==> src/rtl/fnd_pkg.sv <==
// Shared constants, slot FSM state type and small helpers for the FND scan controller.
package fnd_pkg;

   localparam int DIV_DEF          = 100_000;
   localparam int DEAD_DEF         = 2_000;
   localparam int BLINK_FRAMES_DEF = 128;

   localparam logic [1:0] SEL_ONES  = 2'd0;
   localparam logic [1:0] SEL_TENS  = 2'd1;
   localparam logic [1:0] SEL_HUNDS = 2'd2;
   localparam logic [1:0] SEL_THOUS = 2'd3;

   localparam logic [3:0] COM_OFF = 4'b1111;

   typedef enum logic {ST_DEAD, ST_ON} slot_state_e;

   // Digit k (k>=1) is blank only when it and every higher digit are zero.
   function automatic logic lz_blank(input logic [15:0] d, input logic [1:0] k, input logic en);
      logic b;
      case (k)
         SEL_TENS:  b = en && (d[15:4] == 12'd0);
         SEL_HUNDS: b = en && (d[15:8] == 8'd0);
         SEL_THOUS: b = en && (d[15:12] == 4'd0);
         default:   b = 1'b0;
      endcase
      return b;
   endfunction

   function automatic logic [3:0] com_onehot(input logic [1:0] s);
      return ~(4'b0001 << s);
   endfunction

endpackage

==> src/rtl/fnd_scan_ctrl_if.sv <==
// Digit update handshake between the value logic (master) and the scan controller (slave).
interface fnd_scan_ctrl_if;
   logic [15:0] digits_in;
   logic        upd_req;
   logic        upd_ack;

   modport master (output digits_in, output upd_req, input upd_ack);
   modport slave  (input digits_in, input upd_req, output upd_ack);
endinterface

==> src/rtl/fnd_slot_timer.sv <==
// Slot timer: per-slot counter, digit select, dead-time FSM and end-of-frame tick.
// state   | meaning
// ST_DEAD | cnt < DEAD, all commons held off
// ST_ON   | cnt >= DEAD, selected digit may be lit
module fnd_slot_timer
   import fnd_pkg::*;
#(
   parameter int DIV  = DIV_DEF,
   parameter int DEAD = DEAD_DEF
) (
   input  logic       clk,
   input  logic       rst_n,
   output logic [1:0] sel,
   output logic [1:0] sel_nxt,
   output logic       on_nxt,
   output logic       frame_tick
);

   localparam int CW = (DIV > 1) ? $clog2(DIV) : 1;

   logic [CW-1:0] cnt;
   logic [CW-1:0] cnt_nxt;
   logic          wrap;
   slot_state_e   state;
   slot_state_e   state_nxt;

   assign wrap = (cnt == CW'(DIV - 1));

   always_comb begin
      cnt_nxt   = wrap ? '0 : cnt + 1'b1;
      sel_nxt   = wrap ? sel + 2'd1 : sel;
      state_nxt = state;
      case (state)
         ST_DEAD: if (cnt_nxt >= CW'(DEAD)) state_nxt = ST_ON;
         ST_ON:   if (wrap) state_nxt = ST_DEAD;
         default: state_nxt = ST_DEAD;
      endcase
      on_nxt = (state_nxt == ST_ON);
   end

   always_ff @(posedge clk or negedge rst_n) begin
      if (!rst_n) begin
         cnt        <= '0;
         sel        <= SEL_ONES;
         state      <= ST_DEAD;
         frame_tick <= 1'b0;
      end else begin
         cnt        <= cnt_nxt;
         sel        <= sel_nxt;
         state      <= state_nxt;
         frame_tick <= (cnt_nxt == CW'(DIV - 1)) && (sel_nxt == SEL_THOUS);
      end
   end

endmodule

==> src/rtl/fnd_scan_ctrl.sv <==
// FND scan controller: tear-free digit shadow, frame-synchronous update handshake,
// leading-zero blanking, blink and decimal point on active-low common strobes.
module fnd_scan_ctrl
   import fnd_pkg::*;
#(
   parameter int DIV          = DIV_DEF,
   parameter int DEAD         = DEAD_DEF,
   parameter int BLINK_FRAMES = BLINK_FRAMES_DEF
) (
   input  logic              clk,
   input  logic              rst_n,
   fnd_scan_ctrl_if.slave    upd,
   input  logic              lz_en,
   input  logic              blink_en,
   input  logic [3:0]        dp_mask,
   output logic [1:0]        sel,
   output logic [3:0]        digit_1,
   output logic [3:0]        digit_10,
   output logic [3:0]        digit_100,
   output logic [3:0]        digit_1000,
   output logic [3:0]        fnd_com,
   output logic              fnd_dp,
   output logic              frame_tick
);

   generate
      if (DIV < 4 || DEAD < 1 || DEAD >= DIV || BLINK_FRAMES < 1) begin : g_bad_params
         $error("fnd_scan_ctrl: illegal DIV/DEAD/BLINK_FRAMES combination");
      end
   endgenerate

   localparam int FW = $clog2(BLINK_FRAMES) + 1;

   logic [15:0]   shadow;
   logic [15:0]   shadow_nxt;
   logic [FW-1:0] fcnt;
   logic          fcnt_last;
   logic          phase;
   logic          phase_nxt;
   logic [1:0]    sel_nxt;
   logic          on_nxt;
   logic          load;
   logic          lit_nxt;

   fnd_slot_timer #(.DIV(DIV), .DEAD(DEAD)) u_timer (
      .clk        (clk),
      .rst_n      (rst_n),
      .sel        (sel),
      .sel_nxt    (sel_nxt),
      .on_nxt     (on_nxt),
      .frame_tick (frame_tick)
   );

   assign digit_1    = shadow[3:0];
   assign digit_10   = shadow[7:4];
   assign digit_100  = shadow[11:8];
   assign digit_1000 = shadow[15:12];

   assign fcnt_last = (fcnt == FW'(BLINK_FRAMES - 1));

   // Strobes are decided from next-cycle timer/shadow/phase so they line up with sel.
   always_comb begin
      load       = frame_tick && upd.upd_req;
      shadow_nxt = load ? upd.digits_in : shadow;
      phase_nxt  = phase;
      if (!blink_en)
         phase_nxt = 1'b1;
      else if (frame_tick && fcnt_last)
         phase_nxt = ~phase;
      lit_nxt = on_nxt && phase_nxt && !lz_blank(shadow_nxt, sel_nxt, lz_en);
   end

   always_ff @(posedge clk or negedge rst_n) begin
      if (!rst_n) begin
         shadow      <= 16'd0;
         upd.upd_ack <= 1'b0;
         fcnt        <= '0;
         phase       <= 1'b1;
         fnd_com     <= COM_OFF;
         fnd_dp      <= 1'b1;
      end else begin
         shadow      <= shadow_nxt;
         upd.upd_ack <= load;
         phase       <= phase_nxt;
         if (!blink_en)
            fcnt <= '0;
         else if (frame_tick)
            fcnt <= fcnt_last ? '0 : fcnt + 1'b1;
         fnd_com <= lit_nxt ? com_onehot(sel_nxt) : COM_OFF;
         fnd_dp  <= lit_nxt ? ~dp_mask[sel_nxt] : 1'b1;
      end
   end

endmodule

==> src/flat_wrapper.sv <==
// flat-port wrapper written by rule: the top's interface ports become plain ports
module fnd_scan_ctrl_flat import fnd_pkg::*;
#(
   parameter int DIV          = DIV_DEF,
   parameter int DEAD         = DEAD_DEF,
   parameter int BLINK_FRAMES = BLINK_FRAMES_DEF
)
  (clk, rst_n, lz_en, blink_en, dp_mask, sel, digit_1, digit_10, digit_100, digit_1000, fnd_com, fnd_dp, frame_tick, upd_digits_in, upd_upd_req, upd_upd_ack);
  fnd_scan_ctrl_if upd_i ();
  input  logic clk;
  input  logic rst_n;
  input  logic lz_en;
  input  logic blink_en;
  input  logic [3:0] dp_mask;
  output logic [1:0] sel;
  output logic [3:0] digit_1;
  output logic [3:0] digit_10;
  output logic [3:0] digit_100;
  output logic [3:0] digit_1000;
  output logic [3:0] fnd_com;
  output logic fnd_dp;
  output logic frame_tick;
  input wire logic [$bits(upd_i.digits_in)-1:0] upd_digits_in;
  input wire logic [$bits(upd_i.upd_req)-1:0] upd_upd_req;
  output wire logic [$bits(upd_i.upd_ack)-1:0] upd_upd_ack;
  assign upd_i.digits_in = upd_digits_in;
  assign upd_i.upd_req = upd_upd_req;
  assign upd_upd_ack = upd_i.upd_ack;
  fnd_scan_ctrl #(.DIV(DIV), .DEAD(DEAD), .BLINK_FRAMES(BLINK_FRAMES)) u_core (.clk(clk), .rst_n(rst_n), .upd(upd_i), .lz_en(lz_en), .blink_en(blink_en), .dp_mask(dp_mask), .sel(sel), .digit_1(digit_1), .digit_10(digit_10), .digit_100(digit_100), .digit_1000(digit_1000), .fnd_com(fnd_com), .fnd_dp(fnd_dp), .frame_tick(frame_tick));
endmodule
==> config.mk <==
export PLATFORM = sky130hd
export DESIGN_NAME = fnd_scan_ctrl_flat
export DESIGN_NICKNAME = d
export VERILOG_FILES = /design/src/rtl/fnd_pkg.sv /design/src/rtl/fnd_scan_ctrl_if.sv /design/src/rtl/fnd_slot_timer.sv /design/src/rtl/fnd_scan_ctrl.sv /design/src/flat_wrapper.sv
export SDC_FILE = /design/constraint.sdc
export NUM_CORES = 1
export LEC_CHECK = 0
export BUFFER_PORTS_ARGS = -buffer_cell sky130_fd_sc_hd__buf_2
export CORE_AREA = 3 3 71 73
export CTS_BUF_LIST = sky130_fd_sc_hd__clkbuf_4 sky130_fd_sc_hd__clkbuf_8
export DETAILED_ROUTE_END_ITERATION = 12
export DIE_AREA = 0 0 74 76
export PLACE_DENSITY = 0.83
export RECOVER_POWER = 25
export SYNTH_ARGS = -nofsm -noshare
export SYNTH_HDL_FRONTEND = slang
export SYNTH_HIERARCHICAL = 1
export SYNTH_SLANG_ARGS = --single-unit
==> constraint.sdc <==
create_clock -name clk -period 5.7 [get_ports clk]
set_clock_uncertainty 0.1 [all_clocks]
set_input_delay 1.71 -clock clk [delete_from_list [all_inputs] [get_ports clk]]
set_output_delay 1.71 -clock clk [all_outputs]
set_load 0.01 [all_outputs]
==> Yosys cells after proc, flatten, opt, wreduce, memory -nomap -nowiden <==
Cells that the tools add are included.
{ "word_totals": {"input_bits": 25, "regBits": 52, "out_inout_bits": 25, "elab_cells": 56} }
{ "classes": {"n_mux": 16, "reduce_logical": 12, "add_sub_neg": 3, "bitwise": 4, "order_cmp": 2, "shifts": 1, "eq_ne": 7} }
{ "ops": {"columns": ["cell", "count"], "rows": [
  ["equality test 17 bit (second input constant)", 2],
  ["two-way mux 8 bit", 3],
  ["adder 17 x 1 -> 17 bit (second input constant)", 1],
  ["greater-or-equal comparator 17 x 11 -> 1 bit (second input constant)", 1],
  ["two-way mux 17 bit", 1],
  ["two-way mux 16 bit", 1],
  ["zero test 12 bit", 1],
  ["adder 8 x 1 -> 8 bit (second input constant)", 1],
  ["equality test 8 x 7 -> 1 bit (second input constant)", 1],
  ["logical AND 1 bit", 8],
  ["zero test 8 bit", 1],
  ["two-way mux 1 bit", 6],
  ["equality test 2 bit (second input constant)", 2],
  ["zero test 4 bit", 1],
  ["two-way mux 4 bit", 1],
  ["NOT 4 bit", 1],
  ["<< shifter 1 x 2 -> 4 bit (first input constant)", 1],
  ["less-than comparator 2 x 3 -> 1 bit (second input constant)", 1],
  ["NOT 1 bit", 3],
  ["one-hot mux 1 bit (3 select lines)", 1],
  ["adder 2 x 1 -> 2 bit (second input constant)", 1],
  ["binary-select mux 1 bit (select 2 bit)", 1],
  ["equality test 2 x 1 -> 1 bit (second input constant)", 1],
  ["two-way mux 2 bit", 1],
  ["3 further kinds", 3]
]} }

==> Longest topological paths before layout <==
Gate-level depths: netlist (run 1).
{ "logic_depth": {"ltp_word": 8, "mapped_depth": 10, "depth_no_buf": 9} }

==> Hierarchy <==
The synthesis (run 1) kept the hierarchy.
{ "by_module_without_submodules": {"columns": ["module", "instances", "cells_each", "area_per_inst_um2", "seq_area_each_um2"], "rows": [
  ["fnd_scan_ctrl", 1, 112, 1440.1, 783.3],
  ["fnd_slot_timer", 1, 135, 1310.0, 525.5]
]} }

==> Worst setup path after synthesis (run 1) <==
No wires, ideal clock.
{ "synth_timing": {"path_kind": "input to register", "startpoint": "input port upd_digits_in[8]", "endpoint": "register u_core.fnd_dp", "stages": 4, "required_ns": 5.506, "slack_ns": 2.664, "n_path_buf": 0, "arrival_ns": 2.842, "setup_time_ns": 0.094, "path_cell_list": "or4_4 > mux2_2 > and2_4 > o311ai_2"} }
{ "synth_between": {"elab_chain_cells": 7, "word_cells_on_any_way": 9, "cone_classes": "3 x mux; 6 x reduce/logical"} }
{ "synth_rtl": {"columns": ["item", "line_no", "rtl"], "rows": [
  ["start, declared", "flat_wrapper.sv:23", "input wire logic [$bits(upd_i.digits_in)-1:0] upd_digits_in;"],
  ["two-way mux 16 bit *", "fnd_scan_ctrl.sv:64", "shadow_nxt = load ? upd.digits_in : shadow;"],
  ["zero test 12 bit or zero test 8 bit (tied branches)", "fnd_pkg.sv:21, fnd_pkg.sv:22", null],
  ["logical AND 1 bit, on equally long branches", "fnd_pkg.sv:21, fnd_pkg.sv:22", null],
  ["one-hot mux 1 bit (3 select lines) *", "fnd_pkg.sv:20", "case (k)"],
  ["zero test 1 bit *", "fnd_scan_ctrl.sv:70", "lit_nxt = on_nxt && phase_nxt && !lz_blank(shadow_nxt, sel_nxt, lz_en);"],
  ["logical AND 1 bit *", "fnd_scan_ctrl.sv:70", null],
  ["two-way mux 1 bit *", "fnd_scan_ctrl.sv:90", "fnd_dp <= lit_nxt ? ~dp_mask[sel_nxt] : 1'b1;"],
  ["end signal, assigned", "fnd_scan_ctrl.sv:90", null],
  ["end, declared", "fnd_scan_ctrl.sv:22", "output logic fnd_dp,"]
]} }
Every way passes the cells marked *; elsewhere a longest branch is shown, timed or not.
A chain may end at the register's enable or synchronous reset.

==> Final worst setup path (run 1) <==
{ "layout_timing": {"startpoint": "register u_core.u_timer.cnt[2]", "endpoint": "register u_core.fnd_com[3]"} }
{ "layout_between": {"elab_chain_cells": 8, "word_cells_on_any_way": 18, "cone_classes": "1 x add/sub; 1 x order compare; 4 x eq/ne; 1 x shift; 7 x mux; 1 x bitwise; 3 x reduce/logical"} }
{ "layout_rtl": {"columns": ["item", "line_no", "rtl"], "rows": [
  ["start, declared", "fnd_slot_timer.sv:21", "logic [CW-1:0] cnt;"],
  ["start signal, assigned", "fnd_slot_timer.sv:48", "cnt <= cnt_nxt;"],
  ["adder 17 x 1 -> 17 bit or equality test 17 bit (tied branches)", "fnd_slot_timer.sv:30, fnd_slot_timer.sv:27", null],
  ["two-way mux 17 bit", "fnd_slot_timer.sv:30", "cnt_nxt = wrap ? '0 : cnt + 1'b1;"],
  ["greater-or-equal comparator 17 x 11 -> 1 bit", "fnd_slot_timer.sv:34", "ST_DEAD: if (cnt_nxt >= CW'(DEAD)) state_nxt = ST_ON;"],
  ["two-way mux 1 bit", "fnd_slot_timer.sv:34", null],
  ["one-hot mux 1 bit (2 select lines) *", "fnd_slot_timer.sv:33", "case (state)"],
  ["named net u_core.on_nxt", "fnd_scan_ctrl.sv:41", "logic on_nxt;"],
  ["logical AND 1 bit * (2 in a row)", "fnd_scan_ctrl.sv:70", null],
  ["two-way mux 4 bit *", "fnd_scan_ctrl.sv:89", "fnd_com <= lit_nxt ? com_onehot(sel_nxt) : COM_OFF;"],
  ["end signal, assigned", "fnd_scan_ctrl.sv:89", null],
  ["end, declared", "fnd_scan_ctrl.sv:21", "output logic [3:0] fnd_com,"]
]} }
The timed path passes the listed nets; every way through them passes the cells marked *.

==> results.sh, run 1 <==
export IMPL_min_period_ps=2979
export IMPL_crit_chain="nand3_1, nor3_1, a211o_1, a21oi_1, o2111ai_1, inv_1, a211oi_4, nand4_1"
export IMPL_netlist_area_um2=2750
export IMPL_r2r_setup_slack_ps=2720
export IMPL_nets=322
export IMPL_coreArea_um2=4414
export IMPL_max_stage_delay_ps=940
export IMPL_pin_count=50
export IMPL_wl_um=5544
export IMPL_outcome="finished, final reports clean"
export IMPL_crit_path_end_kind="register"
export IMPL_synthFlopType="dfrtp_1"
export IMPL_antennaDiodeCount=0
export IMPL_die_x_um=74
export IMPL_tritoncts="done"
export IMPL_cts_resized=0
export IMPL_synthArstFlopShare_pct=100.0
export IMPL_cts_buffers=5
export IMPL_insertion_delay_ps=310
export IMPL_worstHoldEndpoint="u_core/shadow[2]"
export IMPL_drt_pass1_iterations=4
export IMPL_gp_congestion=0.8272
export IMPL_ir_drop_v=0.0001647
export IMPL_grt_max_degree=53
export IMPL_synth_compound_area_share_pct=8.735
export IMPL_fin_setup_tns_ps=0
export IMPL_synth_top_area_share_pct=41.86
export IMPL_placed_cells=340
export IMPL_max_freq_mhz=335.6
export IMPL_max_cap_violations=0
export IMPL_ctsRootBufferMaster="clkbuf_8"
export IMPL_synth_seq_cells=52
export IMPL_synth_edf_count=0
export IMPL_min_from="u_core/shadow[2]"
export IMPL_synth_xor_area_share_pct=7.006
export IMPL_drt_iter0_drc=199
export IMPL_whs_path_depth=1
export IMPL_stdcell_count=348
export IMPL_synth_mux_area_share_pct=8.144
export IMPL_seq_area_frac_synth_pct=47.59
export IMPL_synth_top_family_by_area="simple AND/OR/NAND/NOR gates"
export IMPL_grt_pass1_wl_um=9556
export IMPL_ctsHtreeMaxLevel=2
export IMPL_grt_pass1_vias=2028
export IMPL_initial_core_util_pct=62.30
export IMPL_ant_nets=0
export IMPL_power_density_nw_per_um2=208.3
export IMPL_r2r_end="u_core/fnd_com[3]"
export IMPL_worstSetupStartpointType="register"
export IMPL_finalHoldViolCount=0
export IMPL_arrival_ps=3080
export IMPL_dpl_cell_area_um2=2998
export IMPL_r2r_cells=8
export IMPL_crit_required_ps=5800
export IMPL_track_usage_pct=21.27
export IMPL_yosys_warnings=6
export IMPL_syn_to_final_growth_pct=12.01
export IMPL_synth_adder_area_share_pct=0.9099
export IMPL_die_area_um2=5624
export IMPL_syn_nets=274
export IMPL_setup_ws_ps=2721
export IMPL_fin_util_pct=69.78
export IMPL_hp_class="reg -> reg"
export IMPL_cts_sinks=52
export IMPL_rsz0062_at_grt="no"
export IMPL_port_buffers=49
export IMPL_drc=0
export IMPL_cts_clk_slew_worst_paths_ps=100
export IMPL_max_slew_margin_pct=27.32
export IMPL_antenna_found_initial=0
export IMPL_chipHeight_um=76
export IMPL_synthSimpleGateAreaFrac_pct=23.98
export IMPL_avgViaCountPerCell=5.937
export IMPL_overflow=0
export IMPL_post_place_ws_ps=2499
export IMPL_drv_slew=0
export IMPL_fill_cells=322
export IMPL_synth_area_per_cell_um2=11.13
export IMPL_drive_gt1_share_pct=33.45
export IMPL_critical_path_slowest_cell="nor3_1"
export IMPL_dp_hpwl_um=3997
export IMPL_finalPower_uw=641.8
export IMPL_setup_worst_path_class="reg -> reg"
export IMPL_netlist_cell_type_count=59
export IMPL_syn_inst=247
export IMPL_hold_ws_ps=407.7
export IMPL_worst_slew_pin_slew_ps=1082
export IMPL_fin_area_um2=3080
export IMPL_r2r_start="u_core/u_timer/cnt[2]"
export IMPL_vias=2066
export IMPL_finalSetupViolCount=0
export IMPL_rows=24
export IMPL_crit_fanout=9
export IMPL_period_share_pct=52.27
export IMPL_wl_per_cell_um=15.93
export IMPL_postCtsHoldBufs=0
export IMPL_p_leak_nw=1.406
export IMPL_yosys_area_top_type="dfrtp_1"
export IMPL_ctsLongestPathBuffers=2
export IMPL_cts_setup_buffers=0
export IMPL_synthTopCellsByArea="dfrtp_1 (42%), mux2_2 (7.0%), dfstp_2 (5.7%), xnor2_1 (5.4%), nor2_1 (2.3%)"
-- registers in the layout, indices dropped and copies added, names as in the netlist --
register	cells
u_core/u_timer/frame_tick	1
u_core/u_timer/sel	2
u_core/u_timer/state	1
u_core/fnd_com	4
u_core/fcnt	8
u_core/upd.upd_ack	1
u_core/phase	1
u_core/u_timer/cnt	17
u_core/fnd_dp	1
u_core/shadow	16
-- routing by layer --
layer / track usage (%) / part of all wire, % / vias to the layer above
met2: 32.71 / 48 / 66
met4: 4.167 / 0.65 / 0
li1: - / - / 999
met3: 6.069 / 5.6 / 6
met1: 30.11 / 46 / 995
met5: 0 / 0 / -
-- power by group --
| group | internal, mW | switching [mW] | total (mW) |
|---|---|---|---|
| combinational | 0.00773 | 0.0120 | 0.0198 |
| sequential | 0.369 | 0.0000000000000000609 | 0.369 |
| clock | 0.135 | 0.118 | 0.253 |
-- logic make-up (layout without fill, tap and decap cells) --
family	after synthesis	in the layout
buffers and inverters	17	66
flip-flops	52	52
AND/OR/NAND/NOR	106	106
AO/OA/AOI/OAI	29	29
adder cells (fa/ha/maj)	2	2
XOR/XNOR	22	22
multiplexers	19	19
-- cell usage after synthesis (4+ instances only) --
| library cell | number |
|---|---|
| a21oi_1 | 4 |
| o21ai_0 | 6 |
| mux2_2 | 17 |
| o2111ai_1 | 5 |
| nor3_1 | 6 |
| dfstp_2 | 6 |
| nand2_2 | 4 |
| nand2_1 | 14 |
| dfrtp_1 | 46 |
| nor2_1 | 17 |
| nand4_1 | 8 |
| inv_1 | 7 |
| xnor2_1 | 17 |
| or4_1 | 5 |
| nand3_1 | 10 |
| xor2_1 | 5 |
| nor2b_1 | 5 |
| and2_1 | 4 |
-- worst max-delay path, delay by kind of cell (launching register included) --
family / cells / cell delay [ps]
AND/OR/NAND/NOR: 3 / 1400
AO/OA/AOI/OAI: 4 / 770
flip-flops: 1 / 500
buffers and inverters: 1 / 100
-- cells in the final DEF, fill, tap and decap left out, types with 2 or more instances in the layout --
cell       netlist  layout
nor4_1           3       3
and2_1           4       2
and2_0           0       2
nand2_1         14      14
or3_2            2       2
dfrtp_1         46      46
xnor2_1         17      17
clkbuf_8         0       5
nor4bb_1         3       3
xor2_1           5       5
inv_1            7       7
nand2_2          4       4
a211o_1          2       2
and3_1           3       3
o2111ai_1        5       5
nor2b_1          5       5
nand3_1         10      11
dfstp_2          6       6
or4_4            2       2
nand2b_1         3       3
mux2_2          17      17
o41ai_1          3       3
or4_1            5       5
ha_1             2       2
buf_2            2      48
nand4b_1         2       2
nand4_1          8       9
o21ai_0          6       6
or3_1            2       2
nor3_1           6       8
a21oi_1          4       4
nor2_1          17      17
-- layout make-up --
class / instances / area, um2 / area share, %
clock buffer: 6 / 76.32 / 2.478
clock inverter: 2 / 35.03 / 1.137
inverter: 8 / 30.03 / 0.9748
multi-input combinational: 178 / 1314 / 42.65
sequential: 52 / 1309 / 42.49
tap: 52 / 65.06 / 2.112
timing repair buffer: 50 / 251.5 / 8.164
-- worst max path at each step --
stage                                   start                 to  slack, ps
global route            u_core/u_timer/cnt[2]  u_core/fnd_com[3]       2410
finish                  u_core/u_timer/cnt[2]  u_core/fnd_com[3]       2720
detailed placement           upd_digits_in[8]      u_core/fnd_dp       2500
global placement             upd_digits_in[8]      u_core/fnd_dp       2530
floorplan                    upd_digits_in[8]      u_core/fnd_dp       2660
CTS                 u_core/u_timer/frame_tick         frame_tick       2800
(Power assumes the default switching activity.)
==> inputs of run 2 (changes only) <==
- CORE_AREA: 3 3 71 73 -> 3 3 77 79
- DIE_AREA: 0 0 74 76 -> 0 0 80 82
- PLACE_DENSITY: 0.83 -> 0.75
- clock period: 5.7 -> 2.7 ns (I/O delays scaled with it)
==> run 2 against run 1 <==
Effect of this change:
- via count is 3.5% higher
- highest routed layer unchanged
- critical endpoint is now u_core/fnd_com[1]
- critical path type unchanged
- global-route usage decreased by 1.5 points
- combinational power rose by 120%
- die area grew 17%
- first-iteration DRC count decreased by 44%
- core utilization down 10 points
- sequential share of layout area is 1.7 points lower
- flip-flop and latch count did not move
==> results.sh, run 2 (synthesis gave the netlist of run 1 again) <==
export IMPL_avgViaCountPerCell=5.674
export IMPL_stdcell_count=377
export IMPL_worstSetupStartpointType="register"
export IMPL_arrival_ps=2680
export IMPL_antenna_found_initial=0
export IMPL_max_stage_delay_ps=440
export IMPL_grt_max_degree=23
export IMPL_min_period_ps=2559
export IMPL_r2r_cells=9
export IMPL_r2r_setup_slack_ps=140
export IMPL_drt_pass1_iterations=4
export IMPL_grt_pass1_vias=2141
export IMPL_chipHeight_um=82
export IMPL_ctsRootBufferMaster="clkbuf_8"
export IMPL_crit_end="u_core/fnd_com[1]"
export IMPL_p_switching_uw=301.4
export IMPL_cts_sinks=52
export IMPL_cp_startpoint="u_core/u_timer/cnt[0]"
export IMPL_ctsLongestPathBuffers=2
export IMPL_outcome="finished, final reports clean"
export IMPL_wl_um=6065
export IMPL_tritoncts="done"
export IMPL_hold_ws_ps=414.4
export IMPL_largest_reg_flops=17
export IMPL_period_share_pct=94.77
export IMPL_rows=27
export IMPL_overflow=0
export IMPL_max_freq_mhz=390.8
export IMPL_coreArea_um2=5405
export IMPL_cts_clk_slew_worst_paths_ps=100
export IMPL_max_slew_margin_pct=25.43
export IMPL_drc=0
export IMPL_hp_class="reg -> reg"
export IMPL_gp_congestion=0.9095
export IMPL_die_area_um2=6560
export IMPL_crit_fanout=6
export IMPL_critical_path_slowest_cell="dfrtp_1"
export IMPL_pin_count=50
export IMPL_ir_drop_v=0.0002994
export IMPL_drt_iter0_drc=112
export IMPL_internal_power_mw=1.075
export IMPL_ant_nets=0
export IMPL_worst_slew_pin_slew_ps=1119
export IMPL_finalSetupViolCount=0
export IMPL_comb_power_share_pct=3.1
export IMPL_seqPwrFrac_pct=56.6
export IMPL_cp_common_cell="o2111ai_1"
export IMPL_insertion_delay_ps=310
export IMPL_port_buffers=49
export IMPL_drive_gt1_share_pct=37.38
export IMPL_grt_pass1_wl_um=10070
export IMPL_top_register="u_core/u_timer/cnt"
export IMPL_die_x_um=80
export IMPL_crit_path_end_kind="register"
export IMPL_initial_core_util_pct=50.88
export IMPL_crit_required_ps=2820
export IMPL_finalHoldViolCount=0
export IMPL_r2r_end="u_core/fnd_com[1]"
export IMPL_layout_common_cells="buf_2 (48), dfrtp_1 (45), mux2_2 (17), xnor2_1 (17), nor2_1 (17)"
export IMPL_crit_chain="ha_2, and4_2, and4_2, a21oi_1, o2111ai_1, o2111ai_1, inv_1, a211oi_4, o2111ai_1"
export IMPL_cts_buffers=5
export IMPL_p_leak_nw=1.467
export IMPL_drv_slew=0
export IMPL_power_density_nw_per_um2=429.0
export IMPL_p_sw_share_pct=21.90
export IMPL_top_regs="u_core/u_timer/cnt: 17 flops, u_core/shadow: 16 flops, u_core/fcnt: 8 flops"
export IMPL_antennaDiodeCount=0
export IMPL_ctsHtreeMaxLevel=2
export IMPL_track_usage_pct=19.74
export IMPL_syn_to_final_growth_pct=16.70
export IMPL_finalPower_mw=1.377
export IMPL_setup_worst_path_class="reg -> reg"
export IMPL_vias=2139
export IMPL_max_cap_violations=0
export IMPL_postCtsHoldBufs=0
export IMPL_nets=331
export IMPL_p_clk_share_pct=40.3
export IMPL_placed_cells=369
export IMPL_cts_setup_buffers=0
export IMPL_r2r_start="u_core/u_timer/cnt[0]"
export IMPL_final_common_cell="buf_2"
export IMPL_wl_per_cell_um=16.09
export IMPL_dp_hpwl_um=4458
==> run 2: metal layers <==
metal | vias to the layer above | routed length (um) | global-route usage [%]
met2 | 67 | 3083 | 34.11
li1 | 1018 | - | -
met3 | 7 | 382 | 5.154
met5 | - | 0 | 0
met1 | 1047 | 2539 | 24.58
met4 | 0 | 59 | 5.236
==> run 2: what timing repair did <==
item,CTS,global route
hold endpoints to repair,0,0
setup endpoints to repair,0,3
resized for setup,0,4
==> run 2: power groups by stage <==
stage / Sequential, mW / Combinational [mW] / Clock [mW]
5_1_grt: 0.779 / 0.0494 / 0.596
2_1_floorplan: 0.794 / 0.00573 / 0
3_5_place_dp: 0.794 / 0.0456 / 0
6_report: 0.779 / 0.0429 / 0.555
4_1_cts: 0.779 / 0.0459 / 0.563
3_3_place_gp: 0.794 / 0.0445 / 0
==> run 2: layout make-up <==
cell class / instances / area (um2)
Multi-Input combinational cell: 178 / 1353
Clock buffer: 5 / 68.82
Tap cell: 72 / 90.09
Fill cell: 487 / 2196
Clock inverter: 3 / 46.29
Inverter: 8 / 30.03
Sequential cell: 52 / 1310
Timing Repair Buffer: 59 / 311.5
==> run 2: critical path, delay by kind of cell, from the launching register on <==
family / cells / cell delay [ps]
AO/OA/AOI/OAI: 5 / 1030
adder cells (fa/ha/maj): 1 / 250
buffers and inverters: 1 / 110
flip-flops: 1 / 440
AND/OR/NAND/NOR: 2 / 530
==> run 2: worst min-delay path by stage <==
stage / from / to / slack, ps / cells after the start
6_report: u_core/shadow[0] / u_core/shadow[0] / 410 / 1
5_1_grt: u_core/shadow[1] / u_core/shadow[1] / 430 / 1
4_1_cts: rst_n / u_core/u_timer/cnt[2] / 340 / 1
3_5_place_dp: u_core/shadow[1] / u_core/shadow[1] / 390 / 1
3_3_place_gp: u_core/shadow[0] / u_core/shadow[0] / 380 / 1
2_1_floorplan: u_core/u_timer/cnt[0] / u_core/u_timer/cnt[0] / 390 / 1
==> run 2: stage by stage <==
step | util [%] | setup WS (ps) | area [um2] | TNS, ps
6_report | 59.38 | 141.3 | 3209 | 0
5_1_grt | 59.38 | -0.07061 | 3209 | -0.07061
3_5_place_dp | 57.18 | 192.3 | 3090 | 0
3_3_place_gp | 57.18 | 280.5 | 3090 | 0
4_1_cts | 59.31 | 149.4 | 3206 | 0
2_1_floorplan | - | 228.1 | 2750 | 0
==> inputs of run 3 (changes only) <==
- GPL_TIMING_DRIVEN: not set -> 0
==> run 3 against run 2 <==
Effect of this change:
- core utilization grew 0.95 points
- clock-buffer cell count unchanged
- sequential share of layout area down 0.64 points
- clock power decreased by 1%
- final area is 1.6% higher
- maximum frequency increased by 1.4%
- critical path depth unchanged
- cell count down 0.27%
- first-iteration DRC count fell by 14%
- non-clock buffer count shrank 1
- die area stayed put
==> results.sh, run 3 (synthesis gave the netlist of run 1 again) <==
export IMPL_insertion_delay_ps=310
export IMPL_r2r_end="u_core/fnd_dp"
export IMPL_cts_buffers=5
export IMPL_drv_slew=0
export IMPL_globalRouteMet3Util_pct=4.605
export IMPL_worst_slew_pin_slew_ps=1113
export IMPL_ctsHtreeMaxLevel=2
export IMPL_avgViaCountPerCell=5.535
export IMPL_max_cap_violations=0
export IMPL_max_slew_margin_pct=25.80
export IMPL_dp_hpwl_um=4074
export IMPL_r2r_setup_slack_ps=180
export IMPL_track_usage_pct=19.33
export IMPL_finalHoldViolCount=0
export IMPL_crit_path_end_kind="register"
export IMPL_grt_pass1_vias=2230
export IMPL_p_leak_nw=1.472
export IMPL_gp_congestion=0.8550
export IMPL_ir_drop_v=0.0002141
export IMPL_whs_path_depth=1
export IMPL_crit_end="u_core/fnd_dp"
export IMPL_stdcell_count=376
export IMPL_antennaDiodeCount=0
export IMPL_top_regs="u_core/u_timer/cnt: 17 flops, u_core/shadow: 16 flops, u_core/fcnt: 8 flops"
export IMPL_die_x_um=80
export IMPL_ant_nets=0
export IMPL_pin_count=50
export IMPL_post_place_ws_ps=-291.9
export IMPL_r2r_start="u_core/u_timer/cnt[1]"
export IMPL_setup_ws_ps=176.1
export IMPL_largest_reg_flops=17
export IMPL_drc=0
export IMPL_min_from="u_core/shadow[3]"
export IMPL_use_met2_pct=33.36
export IMPL_antenna_found_initial=0
export IMPL_grt_pass1_wl_um=9998
export IMPL_wl_um=5601
export IMPL_drt_pass1_iterations=4
export IMPL_period_share_pct=93.48
export IMPL_wl_per_cell_um=14.90
export IMPL_r2r_cells=9
export IMPL_top_usage_layer="met2"
export IMPL_drive_gt1_share_pct=38.82
export IMPL_vias=2081
export IMPL_arrival_ps=2650
export IMPL_crit_fanout=10
export IMPL_chipHeight_um=82
export IMPL_fin_setup_tns_ps=0
export IMPL_cts_sinks=52
export IMPL_ctsLongestPathBuffers=2
export IMPL_layout_common_cells="buf_2 (51), dfrtp_1 (45), mux2_2 (17), nor2_1 (17), xnor2_1 (16)"
export IMPL_min_period_ps=2524
export IMPL_met1_usage_pct=23.60
export IMPL_ctsRootBufferMaster="clkbuf_8"
export IMPL_outcome="finished, final reports clean"
export IMPL_cp_startpoint="u_core/u_timer/cnt[1]"
export IMPL_finalSetupViolCount=0
export IMPL_grt_max_degree=53
export IMPL_port_buffers=49
export IMPL_tritoncts="done"
export IMPL_hp_class="reg -> reg"
export IMPL_crit_required_ps=2820
export IMPL_worstSetupStartpointType="register"
export IMPL_fill_cells=467
export IMPL_setup_worst_path_class="reg -> reg"
export IMPL_top_register="u_core/u_timer/cnt"
export IMPL_final_common_cell="buf_2"
export IMPL_max_freq_mhz=396.2
export IMPL_overflow=0
export IMPL_coreArea_um2=5405
export IMPL_cts_clk_slew_worst_paths_ps=100
export IMPL_initial_core_util_pct=50.88
export IMPL_drt_iter0_drc=96
export IMPL_die_area_um2=6560
export IMPL_power_density_nw_per_um2=419.7
export IMPL_nets=330
export IMPL_placed_cells=368
export IMPL_rows=27
export IMPL_syn_to_final_growth_pct=18.56
run 3: cell types whose count changed in the layout (fill, tap and decap cells not counted), sizes merged:
cell | previous run | this run
clkdlybuf4s15 | 0 | 1
clkbuf | 8 | 5
buf | 56 | 57
run 3: layout make-up:
type | count | area, um2 | area share [%]
plain buffers | 8 | 66.31 | 2.034
clock buffers | 5 | 68.82 | 2.111
clock inverters | 3 | 46.29 | 1.420
inverters | 8 | 30.03 | 0.9210
multi-input cells | 178 | 1396 | 42.82
flip-flops and latches | 52 | 1310 | 40.18
well taps | 72 | 90.09 | 2.763
repair buffers | 50 | 252.7 | 7.751
run 3: report_power, final:
part                 switching [mW]  leakage, nW  internal [mW]
combinational                0.0249        0.726         0.0156
clock                         0.270       0.0548          0.279
sequential     0.000000000000000129        0.691          0.779
total                         0.295         1.47           1.07
run 3: stage by stage:
stage | power (mW) | hold WS (ps) | util [%] | area (um2)
floorplan | 0.7996 | 386.7 | - | 2750
global placement | 0.8354 | 382.6 | 57.08 | 3085
detailed placement | 0.8356 | 391.5 | 57.08 | 3085
CTS | 1.386 | 415.2 | 59.81 | 3233
global route | 1.425 | 439.6 | 60.32 | 3261
finish | 1.369 | 412.0 | 60.32 | 3261
run 3: how the worst min path moves through the flow:
stage                                       end  slack [ps]
after floorplan           u_core/u_timer/cnt[0]         390
after global placement         u_core/shadow[0]         380
after detailed placement       u_core/shadow[3]         390
after CTS                      u_core/shadow[3]         420
after global routing           u_core/shadow[3]         440
final                          u_core/shadow[3]         410
run 3: what timing repair did:
item	CTS	global route
hold endpoints to repair	0	0
buffers inserted	0	1
pin swaps	0	1
hold buffers	0	0
setup endpoints to repair	5	5
gates resized for setup	5	4
cloned	0	0
run 3: layer usage:
| layer | share of wire, % | up-vias | wire length (um) |
|---|---|---|---|
| met2 | 49 | 52 | 2769 |
| met1 | 44 | 1006 | 2463 |
| li1 | - | 1015 | - |
| met4 | 1.4 | 0 | 81 |
| met3 | 5.1 | 8 | 286 |
| met5 | 0 | - | 0 |
run 3: critical path, stage by stage, from the launching register on:
cell,delay [ps]
dfrtp_1,430
ha_4,200
nand4_4,200
or3_2,480
a21oi_1,170
o2111ai_1,120
o2111ai_1,140
inv_1,110
a211oi_4,320
o311ai_2,180
